`src/rtl/vga_timing_gen.sv`:
```
// Parameter-driven VGA raster timing generator: free-running pixel/line counters
// decoded into DE, sync pins and frame/line markers, with an optional output delay line.
module vga_timing_gen #(
    parameter int H_DISPW = 640,
    parameter int H_FP    = 16,
    parameter int H_PW    = 96,
    parameter int H_BP    = 48,
    parameter bit H_POL   = 1'b0,
    parameter int V_DISPW = 480,
    parameter int V_FP    = 10,
    parameter int V_PW    = 2,
    parameter int V_BP    = 33,
    parameter bit V_POL   = 1'b0,
    parameter int CNT_W   = 11,
    parameter int OUT_DLY = 0
) (
    input  logic             PCLK_I,
    input  logic             RST_I,
    input  logic             CE_I,
    input  logic             FRAME_RST_I,
    output logic             DE_O,
    output logic             HSYNC_O,
    output logic             VSYNC_O,
    output logic             SOF_O,
    output logic             SOL_O,
    output logic [CNT_W-1:0] HCNT_O,
    output logic [CNT_W-1:0] VCNT_O
);

    localparam int HTOTAL = H_DISPW + H_FP + H_PW + H_BP;
    localparam int VTOTAL = V_DISPW + V_FP + V_PW + V_BP;

    localparam logic [CNT_W-1:0] CNT_ZERO = {CNT_W{1'b0}};
    localparam logic [CNT_W-1:0] CNT_ONE  = {{(CNT_W-1){1'b0}}, 1'b1};
    localparam logic [CNT_W-1:0] H_LAST   = CNT_W'(HTOTAL - 1);
    localparam logic [CNT_W-1:0] V_LAST   = CNT_W'(VTOTAL - 1);
    localparam logic [CNT_W-1:0] H_ACT    = CNT_W'(H_DISPW);
    localparam logic [CNT_W-1:0] V_ACT    = CNT_W'(V_DISPW);
    localparam logic [CNT_W-1:0] HS_START = CNT_W'(H_DISPW + H_FP);
    localparam logic [CNT_W-1:0] HS_LAST  = CNT_W'(H_DISPW + H_FP + H_PW - 1);
    localparam logic [CNT_W-1:0] VS_START = CNT_W'(V_DISPW + V_FP);
    localparam logic [CNT_W-1:0] VS_END   = CNT_W'(V_DISPW + V_FP + V_PW);

    typedef struct packed {
        logic             de;
        logic             hsync;
        logic             vsync;
        logic             sof;
        logic             sol;
        logic [CNT_W-1:0] hcnt;
        logic [CNT_W-1:0] vcnt;
    } stage_t;

    // Idle pipeline content: sync pins parked at their deasserted level.
    function automatic stage_t idle_stage();
        stage_t s;
        s.de    = 1'b0;
        s.hsync = ~H_POL;
        s.vsync = ~V_POL;
        s.sof   = 1'b0;
        s.sol   = 1'b0;
        s.hcnt  = CNT_ZERO;
        s.vcnt  = CNT_ZERO;
        return s;
    endfunction

    logic [CNT_W-1:0] h_r;
    logic [CNT_W-1:0] v_r;
    logic [CNT_W-1:0] h_nxt_s;
    logic [CNT_W-1:0] v_nxt_s;
    logic             hs_act_s;
    logic             vs_act_s;
    stage_t           dec_s;
    stage_t           pipe_r [OUT_DLY+1];

    // Next raster position: restart, line wrap with line advance, or next pixel.
    always_comb begin
        h_nxt_s = h_r;
        v_nxt_s = v_r;
        if (FRAME_RST_I) begin
            h_nxt_s = CNT_ZERO;
            v_nxt_s = CNT_ZERO;
        end else if (h_r == H_LAST) begin
            h_nxt_s = CNT_ZERO;
            if (v_r == V_LAST) begin
                v_nxt_s = CNT_ZERO;
            end else begin
                v_nxt_s = v_r + CNT_ONE;
            end
        end else begin
            h_nxt_s = h_r + CNT_ONE;
        end
    end

    // Raster counters; reset parks them on the last pixel so the first edge lands on (0,0).
    always_ff @(posedge PCLK_I or negedge RST_I) begin
        if (!RST_I) begin
            h_r <= H_LAST;
            v_r <= V_LAST;
        end else if (CE_I) begin
            h_r <= h_nxt_s;
            v_r <= v_nxt_s;
        end
    end

    // Decode of the current position; vsync edges are aligned to the hsync start column.
    always_comb begin
        dec_s    = idle_stage();
        hs_act_s = (h_r >= HS_START) && (h_r <= HS_LAST);
        vs_act_s = ((v_r == VS_START) && (h_r >= HS_START)) ||
                   ((v_r > VS_START) && (v_r < VS_END)) ||
                   ((v_r == VS_END) && (h_r < HS_START));
        dec_s.de    = (h_r < H_ACT) && (v_r < V_ACT);
        dec_s.hsync = H_POL ? hs_act_s : ~hs_act_s;
        dec_s.vsync = V_POL ? vs_act_s : ~vs_act_s;
        dec_s.sof   = (h_r == CNT_ZERO) && (v_r == CNT_ZERO);
        dec_s.sol   = (h_r == CNT_ZERO);
        dec_s.hcnt  = h_r;
        dec_s.vcnt  = v_r;
    end

    // Output pipeline: stage 0 registers the decode, further stages add OUT_DLY cycles.
    always_ff @(posedge PCLK_I or negedge RST_I) begin
        if (!RST_I) begin
            for (int i = 0; i <= OUT_DLY; i++) begin
                pipe_r[i] <= idle_stage();
            end
        end else if (CE_I) begin
            pipe_r[0] <= dec_s;
            for (int i = 1; i <= OUT_DLY; i++) begin
                pipe_r[i] <= pipe_r[i-1];
            end
        end
    end

    assign DE_O    = pipe_r[OUT_DLY].de;
    assign HSYNC_O = pipe_r[OUT_DLY].hsync;
    assign VSYNC_O = pipe_r[OUT_DLY].vsync;
    assign SOF_O   = pipe_r[OUT_DLY].sof;
    assign SOL_O   = pipe_r[OUT_DLY].sol;
    assign HCNT_O  = pipe_r[OUT_DLY].hcnt;
    assign VCNT_O  = pipe_r[OUT_DLY].vcnt;

endmodule

```
`config.mk`:
```
export PLATFORM = sky130hd
export DESIGN_NAME = vga_timing_gen
export DESIGN_NICKNAME = d
export VERILOG_FILES = /design/src/rtl/vga_timing_gen.sv
export SDC_FILE = /design/constraint.sdc
export NUM_CORES = 1
export LEC_CHECK = 0
export ABC_AREA = 1
export CORE_MARGIN = 2
export CORE_UTILIZATION = 35
export CTS_CLUSTER_DIAMETER = 150
export DETAILED_ROUTE_END_ITERATION = 8
export MAX_ROUTING_LAYER = met4
export PLACE_DENSITY = 0.57
export SLEW_MARGIN = 20
export SYNTH_ARGS = -nofsm -noshare
export SYNTH_HDL_FRONTEND = slang
export SYNTH_SLANG_ARGS = --single-unit
```
`constraint.sdc`:
```
create_clock -name PCLK_I -period 2.45 [get_ports PCLK_I]
set_input_delay 0.245 -clock PCLK_I [delete_from_list [all_inputs] [get_ports PCLK_I]]
set_output_delay 0.245 -clock PCLK_I [all_outputs]
set_load 0.1 [all_outputs]
```
==> run_results.csv <==
group,metric,value,unit
pwr,powerDensity,658,mW/mm²
timing,finalCriticalPeriod,1790,ps
global_routing,grt_pass1_vias,1936,
timing,hold_viol_final,0,
pwr,p_leak,1.34,nW
synth,netlist_area,0.00257,mm²
placed_design,gp_congestion,0.904,
die,rows,31,
global_routing,grt_max_degree,50,
cts,holdBufCountCts,0,
synth,syn-instance-count,326,
timing,finalSetupViolCount,0,
timing,max_slew.worst_pin.slew,626,ps
global_routing,grt-ovfl-total,0,
cells_and_area,synthToLayoutAreaGrowth,16.5,%
critical_path,start_kind,"register",
drt,post_drt_via_cell_ratio,4.85,
cts,clock_tree.root_cell,"clkbuf_8",
die,start_util,35.8,%
die,pin_count,31,
global_routing,grt_pass1_wl,9740,µm
drt,drtPass1Iterations,4,
synth,synth-seq-cells,49,
synth,synth_ff_type,"dfrtp_1",
drt,ant_nets,0,
pwr,p_int,0.00124,W
synth,post-synth-top-area-fraction,36.1,%
run,maxCapViolations,0,
cells_and_area,drive_gt1_share,17.4,%
cts,clk_pin_slew,90,ps
cts,cts_setup_buffers,0,
synth,ys_seq_area_share,48.4,%
drt,wirelength,5940,µm
die,die_w,89.6,µm
cells_and_area,stdcell_count,456,
pwr,pwr-share-comb,26.2,%
timing,fmax,0.559,GHz
pwr,clkPwrFrac,26.7,%
min_path,min_path_type,"in -> async",
cells_and_area,final_nets,365,
cells_and_area,final_common_cell,"nand2_1",
drt,route.vias.total,2211,
drt,drc,0,
synth,synth_fp_nets,335,
cells_and_area,layout_common_cells,"nand2_1 (84), nor2_1 (44), dfrtp_1 (37)",
timing,period_share,73.0,%
synth,netlist.top_cell.by_area,"dfrtp_1",
synth,syn_area_per_cell,7.87,µm²
critical_path,critPathKind,"reg -> reg",
timing,grt_setup_unrepaired,"false",
placed_design,hpwl,4320,µm
pwr,swShare,36.8,%
cts,clk_latency,300,ps
cts,cts_buffers,5,
synth,async_reset_ff_share,100,%
placed_design,dp.cells,448,
global_routing,antenna_found_initial,0,
pwr,vdd_drop_max,196,µV
synth,synth_area_leaders,"dfrtp_1 (36%), dfstp_2 (12%), nand2_1 (12%)",
pwr,seq_power_share,47.2,%
timing,slew_headroom,58.2,%
critical_path,cp.required,2640,ps
drt,drtIter0Drc,164,
critical_path,end_kind,"register",
cells_and_area,diodes,0,
timing,slew_viol_final,0,
timing,finClkSkew,9.15,ps
cts,cts_tree,"done",
run_status,outcome,"complete, no violations",
synth,yosysUniqueCellTypes,32,
critical_path,cp_max_fo,13,
synth,synth_edf_count,0,
cts,clk_path_buf_depth,2,
timing,setup_tns,0,ps
cts,cts_sinks,49,
cts,cts_resized,0,
synth,ys.warnings.count,0,
global_routing,grtUsageTotal,16.5,%
critical_path,reg2reg_depth,8,
die,coreArea,0.00718,mm²
pwr,p_switching,0.000723,W
cts,cts_max_level,2,
placed_design,io_buffers,30,
die,dieArea,0.00803,mm²
critical_path,cp.arrival,1980,ps
die,fp.dieH,89.6,µm
drt,wire_per_inst,13.0,µm
[per-layer routing]
| layer | part of all wire [%] | global-route usage [%] | vias up |
|---|---|---|---|
| met3 | 5.4 | 2.47 | 10 |
| met5 | 0 | - | - |
| li1 | - | - | 1105 |
| met4 | 1.6 | 5.83 | 0 |
| met1 | 49 | 24.4 | 1029 |
| met2 | 44 | 22.9 | 67 |
[cell usage after synthesis (2+ instances only)]
cell type   n
nor2_1     44
nor2_2      2
dfstp_2    12
a21oi_1     5
nand2_1    84
nand4_1     9
xor2_1      9
nand3_1    24
nand2_2     2
inv_2       2
dfrtp_1    37
ha_1        5
o21ai_0    31
nor3_1      8
buf_2       7
inv_1      29
[power by group through the flow]
stage	registers (W)	clock network (W)	logic (W)
floorplan	0.00119	0	0.000135
CTS	0.000928	0.000545	0.000519
finish	0.000928	0.000525	0.000515
global placement	0.000941	0	0.000519
global route	0.000939	0.000570	0.000552
detailed placement	0.000943	0	0.000518
[path summary, 6_finish.rpt]
kind                       startpoint         end  slack [ps]
setup / recovery               h_r[0]      h_r[7]         660
max in group asynchronous       RST_I   VCNT_O[1]        1990
min in group PCLK_I           VSYNC_O     VSYNC_O         470
setup reg to reg               h_r[0]      h_r[7]         660
hold / removal                  RST_I  HCNT_O[10]          40
hold reg to reg               VSYNC_O     VSYNC_O         470
[metrics by stage]
| step | instance area, µm² | hold WS [ps] | utilization [%] | total power, W | setup WS [ps] |
|---|---|---|---|---|---|
| 6_report | 2990 | 39.8 | 41.7 | 0.00197 | 662 |
| 5_1_grt | 2990 | 102 | 41.7 | 0.00206 | 413 |
| 4_1_cts | 2990 | 62.5 | 41.7 | 0.00199 | 647 |
| 3_5_place_dp | 2890 | 400 | 40.3 | 0.00146 | 651 |
| 3_3_place_gp | 2890 | 400 | 40.3 | 0.00146 | 668 |
| 2_1_floorplan | 2570 | -50.6 | - | 0.00133 | 903 |
[worst max-delay path, cell delays in order (launching register included)]
cell,delay (ps)
dfstp_2,560
ha_1,200
nand3_1,130
inv_1,110
nand3_2,120
nand2_1,80
nand2_1,260
o21ai_0,180
a21oi_1,50
[cell type report]
class / count / area (µm²)
sequential: 49 / 1240
clock inverter: 1 / 5.00
inverter: 32 / 134
timing repair buffer: 34 / 258
tap: 99 / 124
fill: 764 / 4190
multi-input combinational: 234 / 1130
clock buffer: 7 / 96.3
[flip-flops by register name, indices dropped and copies added (netlist names)]
signal,cells
HSYNC_O,1
VCNT_O,11
VSYNC_O,1
DE_O,1
HCNT_O,11
h_r,11
SOL_O,1
SOF_O,1
v_r,11
[cell families after synthesis]
logic type      Yosys count  synth area share, %
flops                    49                 48.4
buf+inv                  43                 7.51
compound gates           42                 8.92
fa+ha+maj                 5                 2.44
xor+xnor                  9                 3.07
simple gates            178                 29.7
Note: power is estimated with default switching activity, not from simulation.
==> patch 1 (same settings) <==
Set the parameter `CNT_W` to 9 (it was 11).
--- a/src/rtl/vga_timing_gen.sv
+++ b/src/rtl/vga_timing_gen.sv
@@ -11,7 +11,7 @@
     parameter int V_PW    = 2,
     parameter int V_BP    = 33,
     parameter bit V_POL   = 1'b0,
-    parameter int CNT_W   = 11,
+    parameter int CNT_W   = 9,
     parameter int OUT_DLY = 0
 ) (
     input  logic             PCLK_I,
Interface: changed (resized HCNT_O and VCNT_O); port bits go from 31 to 27. The function was not compared with the original's and may differ.
==> patch 1 against the unedited design <==
  * Count of clock-buffer cells in the layout decreased by 1
  * Critical path depth unchanged
  * Cell area decreased by 18%
  * Worst setup slack got worse by 0.0047 ns
  * Synthesized area decreased by 17%
  * Wire length decreased by 25%
  * Power decreased by 12%
  * Die area decreased by 16%
  * Sequential cell count decreased by 8
  * Non-clock buffer count decreased by 6
==> patch 1: results (changes against the unedited design) <==
- Status: finished, final reports clean
- Pre-CTS setup slack: 0.4603 ns (-0.1907 ns)
- DR WL met3: 199 µm (-38%)
- Seq/Total Area, Yosys: 48.77% (+0.40 points)
- GRT Total Usage: 15.52% (-1.0 points)
- Largest net degree at the start of global routing: 42 (-16%)
- GRT met1 Usage: 20.70% (-3.7 points)
- Mapped Nets: 286 (-15%)
- NetSw: 0.0006823 W (-5.7%)
- Detail Route met2 WL: 1953 µm (-25%)
- Commonest cells post-synth: 86 x nand2_1, 35 x inv_1, 33 x nor2_1, 31 x dfrtp_1, 24 x nand3_1
- Wire per inst: 11.88 µm (-8.9%)
- DR vias/cell: 4.565 (-5.9%)
- Grt met2 use: 23.58% (+0.65 points)
- Fraction of layout cells with a size suffix above 1: 16.89% (-0.48 points)
- Total leakage power: 1.210 nW (-9.9%)
- Netlist cell types: 26 (-19%)
- DR iter-0 viols: 95 (-42%)
- Global placement routability congestion: 0.8437 (-6.6%)
- Wl on met1: 2259 µm (-23%)
- Hpwl dp: 3168 µm (-27%)
- Final Skew: 0.004789 ns (-0.004361 ns)
- Ranking of synthesized cells by area: dfrtp_1 36%, nand2_1 15%, dfstp_2 12%
- Buffers on Ports: 26 (-13%)
- XOR/XNOR Fraction of Synth Area: 0.8226% (-2.2 points)
- Actual slew at the worst max-slew pin: 0.9111 ns (+0.2847 ns)
- Met3 usage: 2.967% (+0.50 points)
- Synth Area in Compound Gates: 9.753% (+0.83 points)
==> patch 1: changes by cell type after synthesis, moves of 3 or more <==
cell	delta
clkbuf_1	+3
nor2_1	-11
dfrtp_1	-6
nor3_1	-5
inv_1	+6
nand4_1	-7
o21ai_0	-14
a21oi_1	-3
xor2_1	-7
o21ai_2	+8
buf_2	-4
==> patch 1: power groups by stage <==
stage,sequential [W],combinational [W],clock (W)
3_3_place_gp,0.000810,0.000520,0
6_report,0.000798,0.000518,0.000422
2_1_floorplan,0.00107,0.000141,0
5_1_grt,0.000809,0.000559,0.000464
3_5_place_dp,0.000812,0.000523,0
4_1_cts,0.000799,0.000524,0.000440
==> patch 1: per-stage QoR <==
stage / hold slack [ns] / instances / instance area (µm²)
after detailed placement: 0.4491 / 370 / 2376
after global placement: 0.4379 / 370 / 2376
after CTS: 0.1294 / 377 / 2454
after global routing: 0.1790 / 377 / 2454
after floorplan: -0.05059 / 277 / 2130
final: 0.08133 / 377 / 2454
==> patch 1: cell type report <==
cell class / instances / area (µm²)
inverters: 36 / 135.1
clock buffers: 6 / 72.57
multi-input cells: 190 / 895.9
repair buffers: 28 / 212.7
flip-flops and latches: 41 / 1039
clock inverters: 1 / 5.005
fillers: 622 / 3432
well taps: 75 / 93.84
==> patch 1: path summary, 6_finish.rpt <==
kind / start / end / slack (ns) / cells past startpoint
max: h_r[0] / h_r[5] / 0.66 / 8
min: RST_I / VCNT_O[3] / 0.08 / 1
max reg2reg: h_r[0] / h_r[5] / 0.66 / 8
min reg2reg: VSYNC_O / VSYNC_O / 0.47 / 2
max in group asynchronous: RST_I / HCNT_O[8] / 1.79 / 1
min in group PCLK_I: VSYNC_O / VSYNC_O / 0.47 / 2
==> patch 2 (same settings) <==
Made on the original files. Register the output `HCNT_O`, with the module's reset; this adds one clock of latency there. The other outputs are not delayed to match.
--- a/src/rtl/vga_timing_gen.sv
+++ b/src/rtl/vga_timing_gen.sv
@@ -138,7 +138,13 @@
     assign VSYNC_O = pipe_r[OUT_DLY].vsync;
     assign SOF_O   = pipe_r[OUT_DLY].sof;
     assign SOL_O   = pipe_r[OUT_DLY].sol;
-    assign HCNT_O  = pipe_r[OUT_DLY].hcnt;
+    always_ff @(posedge PCLK_I or negedge RST_I) begin
+        if (!RST_I) begin
+            HCNT_O <= '0;
+        end else begin
+            HCNT_O <= pipe_r[OUT_DLY].hcnt;
+        end
+    end
     assign VCNT_O  = pipe_r[OUT_DLY].vcnt;
 
 endmodule
Behaviour: not the same (Yosys sat finds a counterexample within 4 cycles, from zero or initial values and one cycle with RST_I low).
==> patch 2 against the unedited design <==
  * Synthesized area is 12% higher
  * Sequential cell count up 11
  * Die area rose by 11%
  * Final cell count increased by 4.4%
  * Hold slack improved by 0.34 ns
  * Utilization down 0.32 points
  * Maximum frequency grew 3.8%
  * Sequential power is 23% higher
  * Global-route usage decreased by 1.2 points
  * Largest power group unchanged
  * Cell area rose by 12%
  * Power rose by 30%
  * Wire length up 1.9%
  * Worst setup slack better by 0.065 ns
==> patch 2: results (changes against the unedited design) <==
- Status: finished, final reports clean
- Final Skew: 0.006706 ns (-0.002444 ns)
- Crit Path Max Fanout: 18 (+5)
- Top cell type's share of synthesized area: 41.79% (+5.7 points)
- Ys async rst share: 100.0% (unchanged)
- Peak VDD IR: 251.9 µV (+29%)
- Hold Path Class: reg -> reg
- Hpwl dp: 4199 µm (-2.7%)
- Total CTS buffers: 9 (+4)
- Root buffer cell: clkbuf_8
- Placed Cells: 459 (+2.5%)
- Post-synthesis cell count: 341 (+4.6%)
- Pre-Repair DR Iteration Count: 4 (unchanged)
- DR iter-0 viols: 144 (-12%)
- Ranking of synthesized cells by area: dfrtp_1 42%, nand2_1 12%, dfstp_2 11%
- Reg2Reg Depth: 9 (+1)
- Max-slew headroom: 56.86% (-1.4 points)
- Wire per inst: 12.71 µm (-2.4%)
- Mapped Nets: 350 (+4.5%)
- # H-tree levels: 3 (+1)
- Global placement routability congestion: 0.8737 (-3.3%)
- Remaining DRCs: 0 (unchanged)
- Clk pin slew, worst setup/hold paths: 0.07 ns (-0.02 ns)
- Total leakage power: 1.550 nW (+15%)
- GRT Total Usage: 15.36% (-1.2 points)
- Fraction of layout cells with a size suffix above 1: 18.87% (+1.5 points)
- Largest net degree at the start of global routing: 47 (-6.0%)
- Netlist cell types: 30 (-6.3%)
- Buffers on Ports: 30 (unchanged)
- Worst skew pair latency: 0.34 ns (+0.04 ns)
- Seq/Total Area, Yosys: 52.76% (+4.4 points)
- Vias in the first global route: 2078 (+7.3%)
- # diodes: 0 (unchanged)
- Clk buf depth: 2 (unchanged)
- Worst hold stages: 0
- Commonest cells post-synth: 92 x nand2_1, 48 x dfrtp_1, 38 x nor2_1, 28 x o21ai_0, 26 x inv_1
- Nets: 375 (+2.7%)
- DR vias/cell: 4.687 (-3.3%)
- Finished Layout Cells: 476 (+4.4%)
- Yosys warning total: 0 (unchanged)
- Initial antenna violation count: 0 (unchanged)
- First-pass GRT wire length: 10180 µm (+4.5%)
[patch 2: metal layers]
metal  part of all wire [%]  up-vias  track usage, %
li1                       -     1134               -
met1                     51     1039           21.18
met2                     43       46           21.99
met3                    3.5       12           2.155
met4                    2.2        0           7.971
met5                      0        -               -
[patch 2: per-stage QoR]
| step | instance area (µm²) | utilization [%] | setup slack [ns] |
|---|---|---|---|
| after floorplan | 2874 | - | 0.9238 |
| after global placement | 3134 | 38.73 | 0.7105 |
| after detailed placement | 3134 | 38.73 | 0.6588 |
| after CTS | 3347 | 41.36 | 0.7265 |
| after global routing | 3347 | 41.36 | 0.5869 |
| final | 3347 | 41.36 | 0.7265 |
[patch 2: cells by family (layout without fill, tap and decap cells)]
kind of cell / Yosys count / count (layout) / synth area share (%)
AOI/OAI and AO/OA: 40 / 40 / 7.271
buffers and inverters: 51 / 81 / 8.881
xor gates and xnor gates: 8 / 8 / 2.438
adders and majority gates: 5 / 5 / 2.177
and+or+nand+nor: 177 / 177 / 26.47
DFF: 60 / 60 / 52.76
[patch 2: path summary, 6_finish.rpt]
kind	startpoint	to	slack, ns
min in group asynchronous	RST_I	h_r[7]	0.42
worst max register to register	h_r[0]	v_r[3]	0.73
max in group asynchronous	RST_I	h_r[1]	1.38
worst min-delay path	pipe_r[18]	HCNT_O[7]	0.38
worst max-delay path	h_r[0]	v_r[3]	0.73
worst min register to register	pipe_r[18]	HCNT_O[7]	0.38
[patch 2: area by class of cell]
type                       count  area [µm²]
clock buffer                  12       155.1
clock inverter                 4       47.55
fill                         847        4746
inverter                      31       121.4
multi-input combinational    230        1102
sequential                    60        1516
tap                          105       131.4
timing repair buffer          34       272.8
[patch 2: timing repair]
item | 4_1_cts | 5_1_grt
hold buffers | 1 | 0
setup buffers | 0 | 0
gates resized for setup | 0 | 0
hold endpoints to repair | 15 | 0
setup endpoints to repair | 0 | 0
[patch 2: critical path, cell delays in order, from the launching register on]
cell	delay (ns)
dfstp_2	0.56
ha_1	0.22
nand3_2	0.15
clkinv_1	0.10
nand3_2	0.09
nand2_2	0.08
nand2_4	0.12
inv_6	0.18
nand3_1	0.09
nand2_1	0.07
[patch 2: report_power, final]
group	leakage (nW)	switching, W	internal, W	total, W
Combinational	0.673	0.000408	0.000113	0.000521
Clock	0.102	0.000379	0.000522	0.000900
Sequential	0.774	0.0000586	0.00108	0.00114
Total	1.55	0.000846	0.00171	0.00256
